<file path="config.mk">
export PLATFORM = sky130hd
export DESIGN_NAME = udp_rx
export DESIGN_NICKNAME = d
export VERILOG_FILES = /design/src/rtl/udp_rx.sv
export SDC_FILE = /design/constraint.sdc
export NUM_CORES = 1
export LEC_CHECK = 0
export CAP_MARGIN = 25
export CELL_PAD_IN_SITES_DETAIL_PLACEMENT = 1
export CELL_PAD_IN_SITES_GLOBAL_PLACEMENT = 2
export CORE_UTILIZATION = 33
export CTS_CLUSTER_DIAMETER = 30
export DETAILED_ROUTE_END_ITERATION = 16
export GPL_ROUTABILITY_DRIVEN = 1
export PLACE_DENSITY_LB_ADDON = 0.08
export SKIP_LAST_GASP = 1
export SYNTH_ARGS = -nofsm -noshare
export SYNTH_HDL_FRONTEND = slang
export SYNTH_SLANG_ARGS = --single-unit
</file>
<file path="constraint.sdc">
create_clock -name i_clk -period 2.99 [get_ports i_clk]
set_input_delay 0.598 -clock i_clk [delete_from_list [all_inputs] [get_ports i_clk]]
set_output_delay 0.598 -clock i_clk [all_outputs]
set_load 0.05 [all_outputs]
</file>
<file path="src/rtl/udp_rx.sv">
// ============================================================================
// Module   : udp_rx
// Summary  : Receive-side UDP stage. Parses the 8-byte UDP header, filters on
//            destination port, strips Ethernet padding using the UDP length
//            field and forwards payload bytes to the application layer.
// Options  : define UDP_LEN_CHECK_EN to reject segments whose UDP length
//            exceeds the length reported by the IP stage (i_udp_len).
// Revision : 1.0 - initial release
// ============================================================================
`default_nettype none

module udp_rx #(
  parameter logic [15:0] P_LOCAL_PORT = 16'd8080,
  parameter int          P_HDR_LEN    = 8
) (
  input  logic        i_clk,
  input  logic        i_rst,
  input  logic [15:0] i_local_port,
  input  logic        i_local_port_valid,
  input  logic [7:0]  i_udp_data,
  input  logic [15:0] i_udp_len,
  input  logic        i_udp_last,
  input  logic        i_udp_valid,
  output logic [7:0]  o_app_data,
  output logic [15:0] o_app_len,
  output logic        o_app_last,
  output logic        o_app_valid,
  output logic        o_app_err,
  output logic [15:0] o_recv_src_port,
  output logic        o_recv_src_valid
);

  localparam logic [15:0] C_HDR_LEN  = 16'(P_HDR_LEN);
  localparam logic [15:0] C_HDR_LAST = 16'(P_HDR_LEN - 1);

  typedef enum logic [1:0] {
    S_IDLE    = 2'd0,
    S_HEADER  = 2'd1,
    S_PAYLOAD = 2'd2,
    S_DROP    = 2'd3
  } state_t;

  state_t      r_state;
  logic [15:0] r_cnt;       // byte index within the current segment
  logic [15:0] r_local;     // programmable local port
  logic [15:0] r_cmp_port;  // local port snapshot used for this segment
  logic [15:0] r_src;
  logic [15:0] r_dst;
  logic [15:0] r_ulen;
  logic [15:0] r_plen;      // payload length, UDP length minus header
  logic        r_armed;     // i_udp_valid has been seen low since last start

  logic        w_len_ok;
  logic        w_pay_last;
  logic        w_capture;

`ifdef UDP_LEN_CHECK_EN
  // UDP length may not claim more bytes than the IP stage delivers.
  assign w_len_ok = (r_ulen <= i_udp_len);
  logic w_unused;
  assign w_unused = i_udp_last;
`else
  // Without the check, the IP-reported length plays no role.
  assign w_len_ok = 1'b1;
  logic w_unused;
  assign w_unused = ^{i_udp_len, i_udp_last};
`endif

  // Byte at index r_cnt is payload byte number (r_cnt - 7), counting from 1.
  assign w_pay_last = ((r_cnt - C_HDR_LAST) == r_plen);

  // Header bytes are only captured for a segment that actually started.
  assign w_capture = i_udp_valid &&
                     ((r_state == S_HEADER) || ((r_state == S_IDLE) && r_armed));

  // Local port register, loadable at any time.
  always_ff @(posedge i_clk) begin
    if (i_rst) begin
      r_local <= P_LOCAL_PORT;
    end else if (i_local_port_valid) begin
      r_local <= i_local_port;
    end
  end

  // Segment byte counter: index 0 is the first byte, cleared between segments.
  always_ff @(posedge i_clk) begin
    if (i_rst || !i_udp_valid) begin
      r_cnt <= 16'd0;
    end else begin
      r_cnt <= r_cnt + 16'd1;
    end
  end

  // Header field capture, MSB first; checksum bytes are not kept.
  always_ff @(posedge i_clk) begin
    if (i_rst) begin
      r_src  <= 16'd0;
      r_dst  <= 16'd0;
      r_ulen <= 16'd0;
    end else if (w_capture) begin
      case (r_cnt)
        16'd0:   r_src[15:8]  <= i_udp_data;
        16'd1:   r_src[7:0]   <= i_udp_data;
        16'd2:   r_dst[15:8]  <= i_udp_data;
        16'd3:   r_dst[7:0]   <= i_udp_data;
        16'd4:   r_ulen[15:8] <= i_udp_data;
        16'd5:   r_ulen[7:0]  <= i_udp_data;
        default: ;
      endcase
    end
  end

  // Segment FSM with registered application-side outputs.
  always_ff @(posedge i_clk) begin
    if (i_rst) begin
      r_state          <= S_IDLE;
      r_armed          <= 1'b0;
      r_cmp_port       <= P_LOCAL_PORT;
      r_plen           <= 16'd0;
      o_app_data       <= 8'd0;
      o_app_len        <= 16'd0;
      o_app_last       <= 1'b0;
      o_app_valid      <= 1'b0;
      o_app_err        <= 1'b0;
      o_recv_src_port  <= 16'd0;
      o_recv_src_valid <= 1'b0;
    end else begin
      o_app_data       <= i_udp_data;
      o_app_valid      <= 1'b0;
      o_app_last       <= 1'b0;
      o_app_err        <= 1'b0;
      o_recv_src_valid <= 1'b0;

      if (!i_udp_valid) begin
        // End of input: a segment cut short in header or payload is an error.
        r_armed <= 1'b1;
        r_state <= S_IDLE;
        if ((r_state == S_HEADER) || (r_state == S_PAYLOAD)) begin
          o_app_err <= 1'b1;
        end
      end else begin
        case (r_state)
          S_IDLE: begin
            // A segment only starts on the first byte after a low gap, so
            // the tail of a segment interrupted by reset is never parsed.
            if (r_armed) begin
              r_armed    <= 1'b0;
              r_cmp_port <= r_local;
              r_state    <= S_HEADER;
            end
          end

          S_HEADER: begin
            if (r_cnt == C_HDR_LAST) begin
              if (r_ulen < C_HDR_LEN) begin
                o_app_err <= 1'b1;
                r_state   <= S_DROP;
              end else if (!w_len_ok) begin
                o_app_err <= 1'b1;
                r_state   <= S_DROP;
              end else if (r_dst != r_cmp_port) begin
                r_state <= S_DROP;
              end else begin
                o_recv_src_port  <= r_src;
                o_recv_src_valid <= 1'b1;
                o_app_len        <= r_ulen - C_HDR_LEN;
                r_plen           <= r_ulen - C_HDR_LEN;
                // Header-only segment: remaining bytes are padding and are
                // ignored in IDLE until the input goes low.
                r_state <= (r_ulen == C_HDR_LEN) ? S_IDLE : S_PAYLOAD;
              end
            end
          end

          S_PAYLOAD: begin
            o_app_valid <= 1'b1;
            if (w_pay_last) begin
              o_app_last <= 1'b1;
              r_state    <= S_DROP;
            end
          end

          S_DROP: begin
            r_state <= S_DROP;
          end

          default: begin
            r_state <= S_IDLE;
          end
        endcase
      end
    end
  end

endmodule

`default_nettype wire
</file>
==> results of run 1 <==
cell families (layout without fill, tap and decap cells):
| group | Yosys count | count (layout) | synth area share |
|---|---|---|---|
| compound gates | 93 | 93 | 0.0888 |
| flops | 143 | 143 | 0.453 |
| xor+xnor | 52 | 52 | 0.0721 |
| fa+ha+maj | 9 | 9 | 0.0178 |
| simple gates | 325 | 325 | 0.255 |
| buf+inv | 58 | 123 | 0.0414 |
| mux | 45 | 45 | 0.0715 |
cell type report:
class	count	area (um2)
fillers	2148	10900
multi-input cells	524	3200
well taps	234	293
inverters	10	37.5
clock buffers	19	433
repair buffers	81	796
flip-flops and latches	143	2860
clock inverters	13	174
sequential cells by signal (all words and copies together) (netlist names):
name / flops
o_recv_src_port: 16
r_cmp_port: 16
r_cnt: 16
r_dst: 16
r_local: 16
r_plen: 16
r_src: 16
r_ulen: 16
o_app_data: 8
r_state: 2
o_app_err: 1
o_app_last: 1
o_app_valid: 1
o_recv_src_valid: 1
r_armed: 1
through the flow:
stage	setup WS (ns)	hold WS, ns	instances	util	power (mW)
global route	0.0677	0.472	1024	0.417	4.60
global placement	0.341	0.443	992	0.384	2.25
finish	0.306	0.457	1024	0.417	4.43
floorplan	0.700	0.430	725	-	2.14
CTS	0.292	0.459	1024	0.417	4.50
detailed placement	0.281	0.449	992	0.384	2.25
critical path, stage by stage (launching register included):
cell and delay, ns:
sky130_fd_sc_hd__dfxtp_1 0.40, sky130_fd_sc_hd__nor4_2 0.45, sky130_fd_sc_hd__and3_1 0.36, sky130_fd_sc_hd__nand3_2 0.14, sky130_fd_sc_hd__or4_2 0.69, sky130_fd_sc_hd__buf_12 0.23
sky130_fd_sc_hd__nor2_1 0.19, sky130_fd_sc_hd__a211oi_1 0.07
power groups by stage:
stage	Clock, mW	Combinational [mW]	Sequential [mW]
6_report	2.22	0.242	1.97
5_1_grt	2.37	0.265	1.97
4_1_cts	2.29	0.246	1.97
3_5_place_dp	0	0.245	2.01
3_3_place_gp	0	0.238	2.01
2_1_floorplan	0	0.120	2.02
cells in the final DEF (no fill, tap or decap), drive strengths merged, types with 2 or more instances in the layout:
| cell | instances |
|---|---|
| a2111oi | 2 |
| a211o | 7 |
| a211oi | 3 |
| a21oi | 59 |
| a31oi | 3 |
| and2 | 5 |
| and3 | 9 |
| and4b | 2 |
| buf | 11 |
| bufinv | 3 |
| clkbuf | 19 |
| clkdlybuf4s50 | 70 |
| clkinv | 2 |
| clkinvlp | 2 |
| dfxtp | 143 |
| ha | 9 |
| inv | 16 |
| mux2i | 44 |
| nand2 | 85 |
| nand2b | 2 |
| nand3 | 44 |
| nand3b | 8 |
| nand4 | 9 |
| nand4b | 2 |
| nor2 | 94 |
| nor2b | 18 |
| nor3 | 17 |
| nor3b | 3 |
| nor4 | 14 |
| o21ai | 5 |
| o31a | 3 |
| o31ai | 4 |
| or3 | 4 |
| or4 | 5 |
| xnor2 | 14 |
| xor2 | 38 |
worst max path at each step:
stage | startpoint | endpoint | slack [ns] | cells past startpoint
floorplan | r_cnt[7]$_SDFF_PP0_ | r_state[1]$_SDFFE_PP0P_ | 0.70 | 8
global placement | i_udp_valid | r_src[14]$_SDFFE_PP0P_ | 0.34 | 6
detailed placement | i_udp_valid | r_src[8]$_SDFFE_PP0P_ | 0.28 | 6
CTS | r_cnt[7]$_SDFF_PP0_ | o_recv_src_port[11]$_SDFFE_PP0P_ | 0.29 | 7
global route | r_cnt[9]$_SDFF_PP0_ | r_dst[6]$_SDFFE_PP0P_ | 0.07 | 7
finish | r_cnt[7]$_SDFF_PP0_ | r_plen[6]$_SDFFE_PP0P_ | 0.31 | 7
metal layers:
layer | global-route usage | vias up | routed length (um)
li1 | - | 2588 | -
met1 | 0.232 | 2531 | 8040
met2 | 0.329 | 88 | 8680
met3 | 0.0386 | 28 | 566
met4 | 0.0896 | 0 | 446
met5 | 0 | - | 0
==> metrics, run 1 <==
outcome=completed; maximum clock path buffer count=2; total CTS buffers=17; depth of the worst register-to-register path=7; total iterations of the first detailed-routing run=4; vertical die dimension=around 140 um; Yosys warning count=0; overall die width=around 140 um; RR Startpoint=r_cnt[7]$_SDFF_PP0_; Post-DP Area=slightly above 0.007 mm2; Setup Viol. Count Final=0; maximum clock frequency=~0.37 GHz; wire length of the first global-routing pass=approximately 29 mm; half-perimeter wire length after detailed placement=between 10 and 15 mm; area delta synth->final=23.4%; remaining antenna violation count=0; fraction of synthesized cell area taken by the top area cell type=0.453; final estimated routing congestion in global placement=between 0.7 and 0.8; library cell used as clock root buffer=sky130_fd_sc_hd__clkbuf_16; cells after synthesis=725; Lkg Pwr=3.22 nW; Placement Rows=50; fraction of the yosys area taken by sequential cells=0.453; Post-synth EDFFs=0; sum of negative setup slack=0 ns; worst r2r dst=r_plen[6]$_SDFFE_PP0P_; proportion of register bits with asynchronous set or reset after synthesis=0; Main synth FF type=sky130_fd_sc_hd__dfxtp_1; Switching Share=0.239; critical setup path kind=reg2reg; Final Critical Period=between 2 and 3 ns; type of element capturing the critical path=flip-flop; Placeable Area=0.0187 mm2; critical path peak fanout=46; number of vias per cell after detailed routing=roughly 5.1; # diodes=0; largest net degree at the start of global routing=76; All-Layer GR Usage=0.193; mean instance size in the synthesized netlist=a little under 9 um2; top cell types by occurrence after synthesis=143 x sky130_fd_sc_hd__dfxtp_1, 94 x sky130_fd_sc_hd__nor2_1, 85 x sky130_fd_sc_hd__nand2_1; effective utilization at floorplan=0.338; power per unit of standard cell area=between 500 and 600 mW/mm2; number of buffers inserted by hold repair at cts=0; unrepaired setup endpoints after global routing=false; NumNets Final=about 830; relative contribution of combinational cells to total power=0.055; H-tree depth=4; number of global-route vias before repair=5,412; Total Die Area=0.0197 mm2; worst hold path depth=2; Hold Path Sink=r_cmp_port[5]$_SDFFE_PP0P_; register-to-register setup slack=just over 0.3 ns; total standard cell area after synthesis=about 0.0063 mm2; main area contributors after synthesis=sky130_fd_sc_hd__dfxtp_1 45%, sky130_fd_sc_hd__mux2i_1 7.0%, sky130_fd_sc_hd__nor2_1 5.6%, sky130_fd_sc_hd__xor2_1 5.3%, sky130_fd_sc_hd__nand2_1 5.1%; Clock Power Share=0.501; number of maximum-capacitance violations=0; share of post-route cells with drive strength above 1=0.0709; total internal power=3.37 mW; Resize count post-CTS=0; switching power=1.06 mW; Post-CTS Setup Bufs=0; Post-Route WL=approximately 18 mm; top-level port count=89; number of antenna violations at the first check in global routing=0; register bit count reported by yosys=143; min-delay src=r_local[5]$_SDFFE_PP0P_; clock latency on the worst-skew pair=0.43 ns; data arrival time at the worst-slack endpoint=roughly 3 ns; total nets after synthesis=about 780; share of power burned in registers=0.444; library cell occupying the most area in the post-synthesis netlist=sky130_fd_sc_hd__dfxtp_1; Remaining Overflow, GRT=0; most used standard cell by instance count after synthesis=sky130_fd_sc_hd__dfxtp_1; Initial DRC Count=between 200 and 250; detailed-route DRC error count=0; Final Skew=about 0.016 ns; post-DR wirelength/cell=between 15 and 20 um; post-route fraction of the period consumed by the critical path=0.898; Port Buffer Count=71; distinct cell type count after synthesis=between 50 and 60; clk sink count=143; normalized max-slew margin=0.490; TritonCTS clock tree=yes; worst-case vdd ir drop=~0.26 mV; nature of the critical path startpoint=flip-flop; clock transition at the register clock pins on the worst setup and hold paths after CTS=around 0.060 ns; worst hold path type=reg2reg; Worst Max-Slew Pin Slew=approximately 0.77 ns; final hold violation count=0; CP Data Required Time=roughly 3.3 ns; overall via count from detail_route=between 5,000 and 6,000; post-route cell area=0.00779 mm2; final count of pins violating max slew=0
Power figures use the tool's default switching activity.
==> run 2, diff against run 1 <==
CAP_MARGIN = 10   (was 25)
SETUP_SLACK_MARGIN = 0.5   (was default)
==> run 2 against run 1 <==
  * Maximum frequency grew 10%
  * Cell area is 2.9% higher
  * Worst hold slack lost 0.00061 ns
  * Critical path depth shrank 1
  * Via count up 0.69%
  * Clock skew rose by 0.0029 ns
  * Sequential cell count unchanged
  * Sequential power is essentially flat
  * Clock-buffer cell count stayed put
  * Register-to-register slack better by 0.25 ns
  * Sequential share of layout area down 0.81 points
  * Clock power about the same
  * Largest cell class unchanged
  * Largest power group unchanged
==> metrics, run 2 (same netlist as run 1, synthesis figures left out) <==
# diodes=0 (unchanged); RR Startpoint=r_cnt[13]$_SDFF_PP0_; leading cell type in the layout, fill and taps excluded=sky130_fd_sc_hd__dfxtp_1; Final Critical Period=2.43 ns (-0.253 ns); All-Layer GR Usage=0.193 (+0.000383); Initial DRC Count=201 (-15%); Remaining Overflow, GRT=0 (unchanged); clock latency on the worst-skew pair=0.43 ns (about the same); total CTS buffers=17 (unchanged); nature of the critical path startpoint=flip-flop; sum of negative setup slack=0 ns (unchanged); clk sink count=143 (unchanged); cell breakdown of the critical path=nor3_1 > nand3_2 > a22o_4 > or3_2 > or4_1 > nand3_1; overall via count from detail_route=5,271 (+0.69%); power per unit of standard cell area=553 mW/mm2 (-2.6%); library cell contributing the largest single delay on the critical path=sky130_fd_sc_hd__or4_1; post-route cell area=0.00802 mm2 (+2.9%); remaining antenna violation count=0 (unchanged); final hold violation count=0 (unchanged); Post-DP Area=0.00719 mm2 (unchanged); final estimated routing congestion in global placement=0.754 (unchanged); maximum clock path buffer count=2 (unchanged); power consumption=4.43 mW (+0.15%); number of antenna violations at the first check in global routing=0 (unchanged); worst hold path type=reg2reg; critical setup path kind=reg2reg; area delta synth->final=27.0%; register-to-register setup slack=0.56 ns (+0.25 ns); library cell used as clock root buffer=sky130_fd_sc_hd__clkbuf_16; total iterations of the first detailed-routing run=4 (unchanged); share of post-route cells with drive strength above 1=0.113 (+0.0418); Port Buffer Count=71 (unchanged); clock transition at the register clock pins on the worst setup and hold paths after CTS=0.06 ns (about the same); data arrival time at the worst-slack endpoint=2.79 ns (-0.18 ns); worst setup path end=r_state[1]$_SDFFE_PP0P_; half-perimeter wire length after detailed placement=12.4 mm (unchanged); Lkg Pwr=3.31 nW (+2.7%); number of maximum-capacitance violations=0 (unchanged); Placement Rows=50 (unchanged); Worst path max stage delay=0.51 ns (-0.18 ns); final count of pins violating max slew=0 (unchanged); type of element capturing the critical path=flip-flop; post-layout instance count excluding filler cells=1,033 (+0.88%); post-route fraction of the period consumed by the critical path=0.813 (-0.0845); NumNets Final=840 (+1.1%); CP Data Required Time=3.35 ns (+0.08 ns); Final Skew=0.0186 ns (+0.00290 ns); vertical die dimension=140 um (unchanged); maximum clock frequency=0.411 GHz (+10%); Setup Viol. Count Final=0 (unchanged); Worst Max-Slew Pin Slew=0.770 ns (+0.00467 ns); worst r2r dst=r_state[1]$_SDFFE_PP0P_; critical path peak fanout=11 (-76%); normalized max-slew margin=0.487 (-0.00312); largest net degree at the start of global routing=76 (unchanged); TritonCTS clock tree=yes; outcome=completed; number of vias per cell after detailed routing=5.10 (-0.19%); number of buffers inserted by hold repair at cts=0 (unchanged); post-DR wirelength/cell=17.6 um (+1.4%); Post-Route WL=18.2 mm (+2.3%); effective utilization at floorplan=0.338 (unchanged); wire length of the first global-routing pass=29.1 mm (+0.26%); top-level port count=89 (unchanged); number of cells in the design after placement=992 (unchanged); most used cells in the layout excluding fill and tap cells=133 x sky130_fd_sc_hd__dfxtp_1, 94 x sky130_fd_sc_hd__nor2_1, 85 x sky130_fd_sc_hd__nand2_1, 70 x sky130_fd_sc_hd__clkdlybuf4s50_1, 59 x sky130_fd_sc_hd__a21oi_1; depth of the worst register-to-register path=6 (-1); critical path startpoint=r_cnt[13]$_SDFF_PP0_; worst-case vdd ir drop=0.260 mV (-0.55%); worst hold path depth=2 (unchanged); Total Die Area=0.0197 mm2 (unchanged); H-tree depth=4 (unchanged); number of global-route vias before repair=5,425 (+0.24%); unrepaired setup endpoints after global routing=true; Placeable Area=0.0187 mm2 (unchanged); overall die width=140 um (unchanged); detailed-route DRC error count=0 (unchanged)
## run 2: cell count changes in the layout (fill, tap and decap cells not counted), moves of 3 or more
cell,change
sky130_fd_sc_hd__nor4_1,-4
sky130_fd_sc_hd__nor4_2,+3
sky130_fd_sc_hd__dfxtp_2,+8
sky130_fd_sc_hd__buf_4,+7
sky130_fd_sc_hd__dfxtp_1,-10
sky130_fd_sc_hd__nor3_1,-4
## run 2: final cells by class
class / count / area [um2]
fill: 2126 / 10700
multi-input combinational: 524 / 3310
sequential: 143 / 2880
timing repair buffer: 90 / 893
clock buffer: 19 / 433
tap: 234 / 293
clock inverter: 13 / 174
inverter: 10 / 37.5
## run 2: power breakdown
group | internal, mW | switching (mW)
sequential | 1.94 | 0.0231
clock | 1.33 | 0.888
combinational | 0.101 | 0.149
## run 2: metal layers
metal	routed length, um	up-vias	global-route usage
met2	9040	87	0.328
li1	-	2608	-
met4	372	0	0.0937
met3	521	22	0.0390
met1	8220	2554	0.233
met5	0	-	0
## run 2: through the flow
step	hold slack (ns)	setup slack [ns]	utilization
finish	0.457	0.559	0.429
global route	0.472	0.448	0.429
CTS	0.459	0.517	0.421
detailed placement	0.449	0.281	0.384
global placement	0.443	0.341	0.384
floorplan	0.430	0.700	-
## run 2: worst min path at each step
| stage | slack, ns | start | end |
|---|---|---|---|
| after floorplan | 0.43 | r_local[4]$_SDFFE_PP1P_ | r_cmp_port[4]$_SDFFE_PP1P_ |
| after global placement | 0.44 | r_src[7]$_SDFFE_PP0P_ | r_src[7]$_SDFFE_PP0P_ |
| after detailed placement | 0.45 | r_local[5]$_SDFFE_PP0P_ | r_cmp_port[5]$_SDFFE_PP0P_ |
| after CTS | 0.46 | r_local[5]$_SDFFE_PP0P_ | r_cmp_port[5]$_SDFFE_PP0P_ |
| after global routing | 0.47 | r_local[5]$_SDFFE_PP0P_ | r_cmp_port[5]$_SDFFE_PP0P_ |
| final | 0.46 | r_local[5]$_SDFFE_PP0P_ | r_cmp_port[5]$_SDFFE_PP0P_ |
## run 2: worst max-delay path, delay by kind of cell, from the launching register on
kind            cells  cell delay [ns]
simple gates        5             1.67
flops               1             0.43
compound gates      1             0.28
## run 2: repair_timing
item                       4_1_cts  5_1_grt
setup buffers                    2        6
resized for setup               16       19
setup endpoints to repair       83       69
cloned                           0        1
pin swaps                        1       11
==> RTL edit 1, RTL diff (settings of run 2) <==
Re-encode `state_t` (4 states) as one-hot, 4 bits wide.
--- a/src/rtl/udp_rx.sv
+++ b/src/rtl/udp_rx.sv
@@ -34,9 +34,9 @@
   localparam logic [15:0] C_HDR_LAST = 16'(P_HDR_LEN - 1);
 
-  typedef enum logic [1:0] {
-    S_IDLE    = 2'd0,
-    S_HEADER  = 2'd1,
-    S_PAYLOAD = 2'd2,
-    S_DROP    = 2'd3
+  typedef enum logic [3:0] {
+    S_IDLE    = 4'b0001,
+    S_HEADER  = 4'b0010,
+    S_PAYLOAD = 4'b0100,
+    S_DROP    = 4'b1000
   } state_t;
 
Behaviour: same outputs for any inputs over 4 cycles, from zero or initial values and one cycle with i_rst high; so few cycles prove little.
==> RTL edit 1 against run 2 <==
  * Synthesized area shrank 0.79%
  * Clock skew shrank 0.0071 ns
  * Wire length shrank 1.6%
  * Sequential cell count grew 2
  * Cell area grew 0.78%
  * Global-route usage shrank 0.23 points
  * Power grew 0.29%
  * Worst setup slack lost 0.14 ns
  * Largest cell class unchanged
==> RTL edit 1: results (changes against run 2) <==
Run status:
- The run finished with clean final reports.

Global routing:
- The number of antenna violations at the first check in global routing is 0 (unchanged).
- The met1 demand-to-capacity share in global routing is 21.87% (-1.4 points).
- The met3 track utilization from global routing came to 4.405% (+0.51 points).
- The global-route track usage on met2 was 34.84% (+2.1 points).
- The residual overflow from global routing is 0 (unchanged).
- The via count of the first global-routing pass was 5515 (+1.7%).
- The global-route wire length before repair is 29.09 mm (-0.16%).
- The pin count of the biggest net entering global routing is 54 (-29%).
- The overall fraction of global-route tracks in use is 19.07% (-0.23 points).

Critical path:
- Grouping stages by cell kind, the critical path spends the most delay in simple AND/OR/NAND/NOR gates.
- The slowest stage of the critical path belongs to the cell or4_4.
- The largest driver fanout on the critical path is 6 (-5).
- The delay of the slowest critical-path stage came to 0.58 ns (+0.07 ns).
- The arrival time at the worst endpoint is 2.89 ns (+0.10 ns).

Clock tree:
- The total clock buffers created by CTS is 17 (unchanged).
- The number of buffers between clock root and the deepest sink came to 2 (unchanged).
- The level count of the clock H-tree is 4 (unchanged).
- The clock-pin slew on the worst setup and hold paths is roughly 0.07 ns.
- At the later pin of the worst-skew pair, clock insertion delay measures 0.42 ns.
- The root buffer cell is clkbuf_16.

Timing:
- The worst clock skew is 0.01147 ns (-0.007134 ns).
- The worst max-slew margin expressed relative to the limit was 61.35% (+13 points).

Power:
- The share of power burned in combinational logic came to 5.0% (-0.6 points).
- The internal portion of total power is 0.003390 W (+0.50%).
- The worst IR drop on VDD is 0.3354 mV (+29%).
- The leakage component of the power was 3.094 nW (-6.4%).

Yosys:
- The portion of the post-synthesis area used by sequential elements is 46.34% (+1.0 points).
- In the post-synthesis netlist, the biggest area contributors are dfxtp_1 46%, nand2_1 8.8%, a21oi_1 5.7%.
- The share of synthesized flip-flops with an asynchronous set or reset is 0% (unchanged).
- The number of synthesis warnings came to 0 (unchanged).
- The commonest cells after synthesis are 147 x nand2_1, 145 x dfxtp_1, 72 x nor2_1, 71 x a21oi_1.
- The post-synthesis net count came to 791 (+1.5%).
- The number of unique standard cell types used by synthesis is 50 (-12%).

Routing:
- The first-iteration detailed-routing DRC count is 193 (-4.0%).
- The number of antenna-violating nets in the routed design came to 0 (unchanged).
- The routed length per instance was 16.86 µm (-4.1%).
- The first-pass iteration count of the detailed router is 4 (unchanged).
- The routed via count is 5278 (+0.13%).

Min path:
- In this run the worst hold path is classified as reg2reg.

Placed design:
- The post-place setup slack came to 0.06716 ns (-0.2135 ns).
- The final weighted congestion in routability-driven placement is 0.8228 (+9.1%).
- The total of buffers placed on input and output ports is 71 (unchanged).
- The detailed-placement wirelength estimate is 12.51 mm (+1.2%).

Final layout:
- The number of nets in the layout is 862 (+2.6%).
- The share of post-route cells with drive strength above 1 is 11.53% (+0.27 points).
## RTL edit 1: stage by stage
step,cell area [µm²],instances,power [W]
after CTS,7961,1053,0.004519
after detailed placement,7201,1012,0.002256
after floorplan,6294,740,0.002152
final,8082,1059,0.004447
after global placement,7201,1012,0.002249
after global routing,8079,1058,0.004627
## RTL edit 1: kinds of logic after synthesis
group,share of synthesized area (%)
muxes,5.592
xor gates and xnor gates,8.388
buffers and inverters,3.515
and+or+nand+nor,25.86
adders and majority gates,1.198
AOI/OAI and AO/OA,9.108
DFF,46.34
## RTL edit 1: power groups by stage
| stage | sequential [W] | clock (W) | combinational (W) |
|---|---|---|---|
| finish | 0.00199 | 0.00224 | 0.000222 |
| global route | 0.00199 | 0.00239 | 0.000243 |
| CTS | 0.00199 | 0.00231 | 0.000226 |
| detailed placement | 0.00203 | 0 | 0.000222 |
| global placement | 0.00203 | 0 | 0.000218 |
| floorplan | 0.00205 | 0 | 0.000105 |
## RTL edit 1: repair_timing
item / in CTS / in global routing
pin swaps: 12 / 8
resized for setup: 22 / 16
setup buffers: 9 / 4
cloned: 0 / 1
setup endpoints to repair: 37 / 40
## RTL edit 1: path summary, 6_finish.rpt
| path | start | to | slack (ns) | cells past startpoint |
|---|---|---|---|---|
| worst min register to register | o_recv_src_port[9]$_SDFFE_PP0P_ | o_recv_src_port[9]$_SDFFE_PP0P_ | 0.45 | 2 |
| worst max register to register | r_cnt[4]$_SDFF_PP0_ | r_state[3]$_SDFFE_PP0P_ | 0.42 | 8 |
| worst min-delay path | o_recv_src_port[9]$_SDFFE_PP0P_ | o_recv_src_port[9]$_SDFFE_PP0P_ | 0.45 | 2 |
| worst max-delay path | r_cnt[4]$_SDFF_PP0_ | r_state[3]$_SDFFE_PP0P_ | 0.42 | 8 |
## RTL edit 1: layout make-up
cell class / count / area [µm²]
clock buffers: 17 / 425.4
fillers: 2181 / 10560
repair buffers: 97 / 933.4
clock inverters: 15 / 197.7
inverters: 8 / 30.03
flip-flops and latches: 145 / 2927
well taps: 234 / 292.8
multi-input cells: 542 / 3273
diodes: 1 / 2.502
## RTL edit 1: tightest hold or removal path, delay by kind of cell (launching register included)
family             cells  cell delay (ns)
AOI/OAI and AO/OA      1             0.05
DFF                    1             0.31
and+or+nand+nor        1             0.05
## RTL edit 1: routing by layer
metal  share of wire, %  vias up
met2                 52       75
met5                  0        -
met4                1.2        0
li1                   -     2622
met1                 44     2567
met3                2.4       14
==> RTL edit 2, RTL diff (config.mk and constraints of run 2) <==
Without the edit above. Add a define of `UDP_LEN_CHECK_EN`.
--- a/src/rtl/udp_rx.sv
+++ b/src/rtl/udp_rx.sv
@@ -9,4 +9,6 @@
 // ============================================================================
 `default_nettype none
+
+`define UDP_LEN_CHECK_EN
 
 module udp_rx #(
Behaviour: no difference found for any inputs over 4 cycles, from zero or initial values and one cycle with i_rst high; that may be too few to reach the edited logic, so the function may still have changed.
==> RTL edit 2 against run 2 <==
  * Worst setup slack worse by 0.48 ns
  * Wire length up 15%
  * Via count up 10%
  * Cell area up 17%
  * Synthesized area up 6.4%
  * Power down 4.8%
  * Clock skew down 0.010 ns
  * Critical path depth up 8
  * Sequential cell count unchanged
==> RTL edit 2: results (changes against run 2) <==
Power:
- The internal portion of total power is 0.003167 W (-6.1%).
- The worst IR drop on VDD is 0.4457 mV (+72%).
- The portion of total power attributed to sequential cells is 46.4% (+2.1 points).

Routing:
- The post-detailed-route via-to-cell ratio is 4.925 (-3.5%).
- The detailed route wirelength on metal3 is 549 µm (+5.4%).
- The wire length on met2 was 10.77 mm (+19%).

Placed design:
- The post-place setup slack is -0.6241 ns (-0.9048 ns).
- The detailed-placement wirelength estimate is 14.18 mm (+15%).
- The total cell area at the placement stage is 8085 µm² (+12%).
- The total of buffers placed on input and output ports is 87 (+23%).
- The final weighted congestion in routability-driven placement is 0.8190 (+8.6%).

Clock tree:
- The number of post-CTS setup repair buffers was 27 (+25).

Final layout:
- The share of post-route cells with drive strength above 1 is 22.30% (+11 points).
- The number of nets in the layout is 972 (+16%).

Global routing:
- The met3 track utilization from global routing is 3.488% (-0.41 points).
- The met1 demand-to-capacity share in global routing was 24.79% (+1.5 points).
- The via count of the first global-routing pass is 6229 (+15%).
- The overall fraction of global-route tracks in use is 20.92% (+1.6 points).
- The global-route track usage on met2 is 38.21% (+5.4 points).

Critical path:
- The delay of the slowest critical-path stage is 0.54 ns (+0.03 ns).
- The critical path starts at r_ulen[13]$_SDFFE_PP0P_.
- The arrival time at the worst endpoint is 3.21 ns (+0.42 ns).
- The largest driver fanout on the critical path is 5 (-6).
- In this run the critical register-to-register path is launched from r_ulen[13]$_SDFFE_PP0P_.

Timing:
- The transition time of the tightest slew-check pin came to 0.5741 ns (-0.1958 ns).
- The worst clock skew was 0.008557 ns (-0.01005 ns).

Yosys:
- By count the netlist is led by 143 x dfxtp_1, 91 x nand2_1, 85 x nor2_1, 58 x a21oi_1, 46 x mux2i_1.
- The post-synthesis net count is 837 (+7.4%).
- The fraction of the mapped netlist area in adder cells is 4.655% (+2.9 points).
- The synthesized-area fraction occupied by xor and xnor cells is 7.559% (+0.35 points).
- The synthesized-area fraction occupied by ao, oa, aoi and oai cells is 10.07% (+1.2 points).

Min path:
- The startpoint identified for the worst hold timing path is r_local[13]$_SDFFE_PP0P_.

Run status:
- The run finished with clean final reports.
[RTL edit 2: cell types whose count changed after synthesis, sizes merged, moves of 3 or more]
| cell | before | now |
|---|---|---|
| nor2 | 94 | 85 |
| or3 | 4 | 9 |
| a211oi | 3 | 12 |
| xor2 | 38 | 34 |
| inv | 10 | 27 |
| nand2 | 85 | 91 |
| clkbuf | 33 | 30 |
| o21ai | 5 | 8 |
| nor3b | 3 | 0 |
| xnor2 | 14 | 24 |
| buf | 15 | 18 |
| ha | 9 | 25 |
| o31ai | 4 | 1 |
| nand3 | 44 | 41 |
[RTL edit 2: stage by stage]
| step | hold slack [ns] | setup TNS (ns) | power, W | std cells |
|---|---|---|---|---|
| 5_1_grt | 0.4886 | -0.1451 | 0.004391 | 1180 |
| 4_1_cts | 0.4626 | 0 | 0.004238 | 1171 |
| 6_report | 0.4591 | 0 | 0.004220 | 1180 |
| 3_3_place_gp | 0.4449 | -15.10 | 0.002290 | 1107 |
| 2_1_floorplan | 0.4312 | 0 | 0.002160 | 767 |
| 3_5_place_dp | 0.4530 | -17.87 | 0.002300 | 1107 |
[RTL edit 2: path summary, 6_finish.rpt]
path                                      end  slack, ns  cells after the start
max          o_recv_src_port[14]$_SDFFE_PP0P_       0.08                     14
min               r_cmp_port[13]$_SDFFE_PP0P_       0.46                      2
max reg2reg  o_recv_src_port[14]$_SDFFE_PP0P_       0.08                     14
min reg2reg       r_cmp_port[13]$_SDFFE_PP0P_       0.46                      2
[RTL edit 2: cell type report]
class                   count  area, µm²
clock buffers              21      450.4
clock inverters            11      86.33
fillers                  2259      10320
inverters                  27      106.4
multi-input cells         549       3865
flip-flops and latches    143       2894
well taps                 265      331.6
repair buffers            164       1659
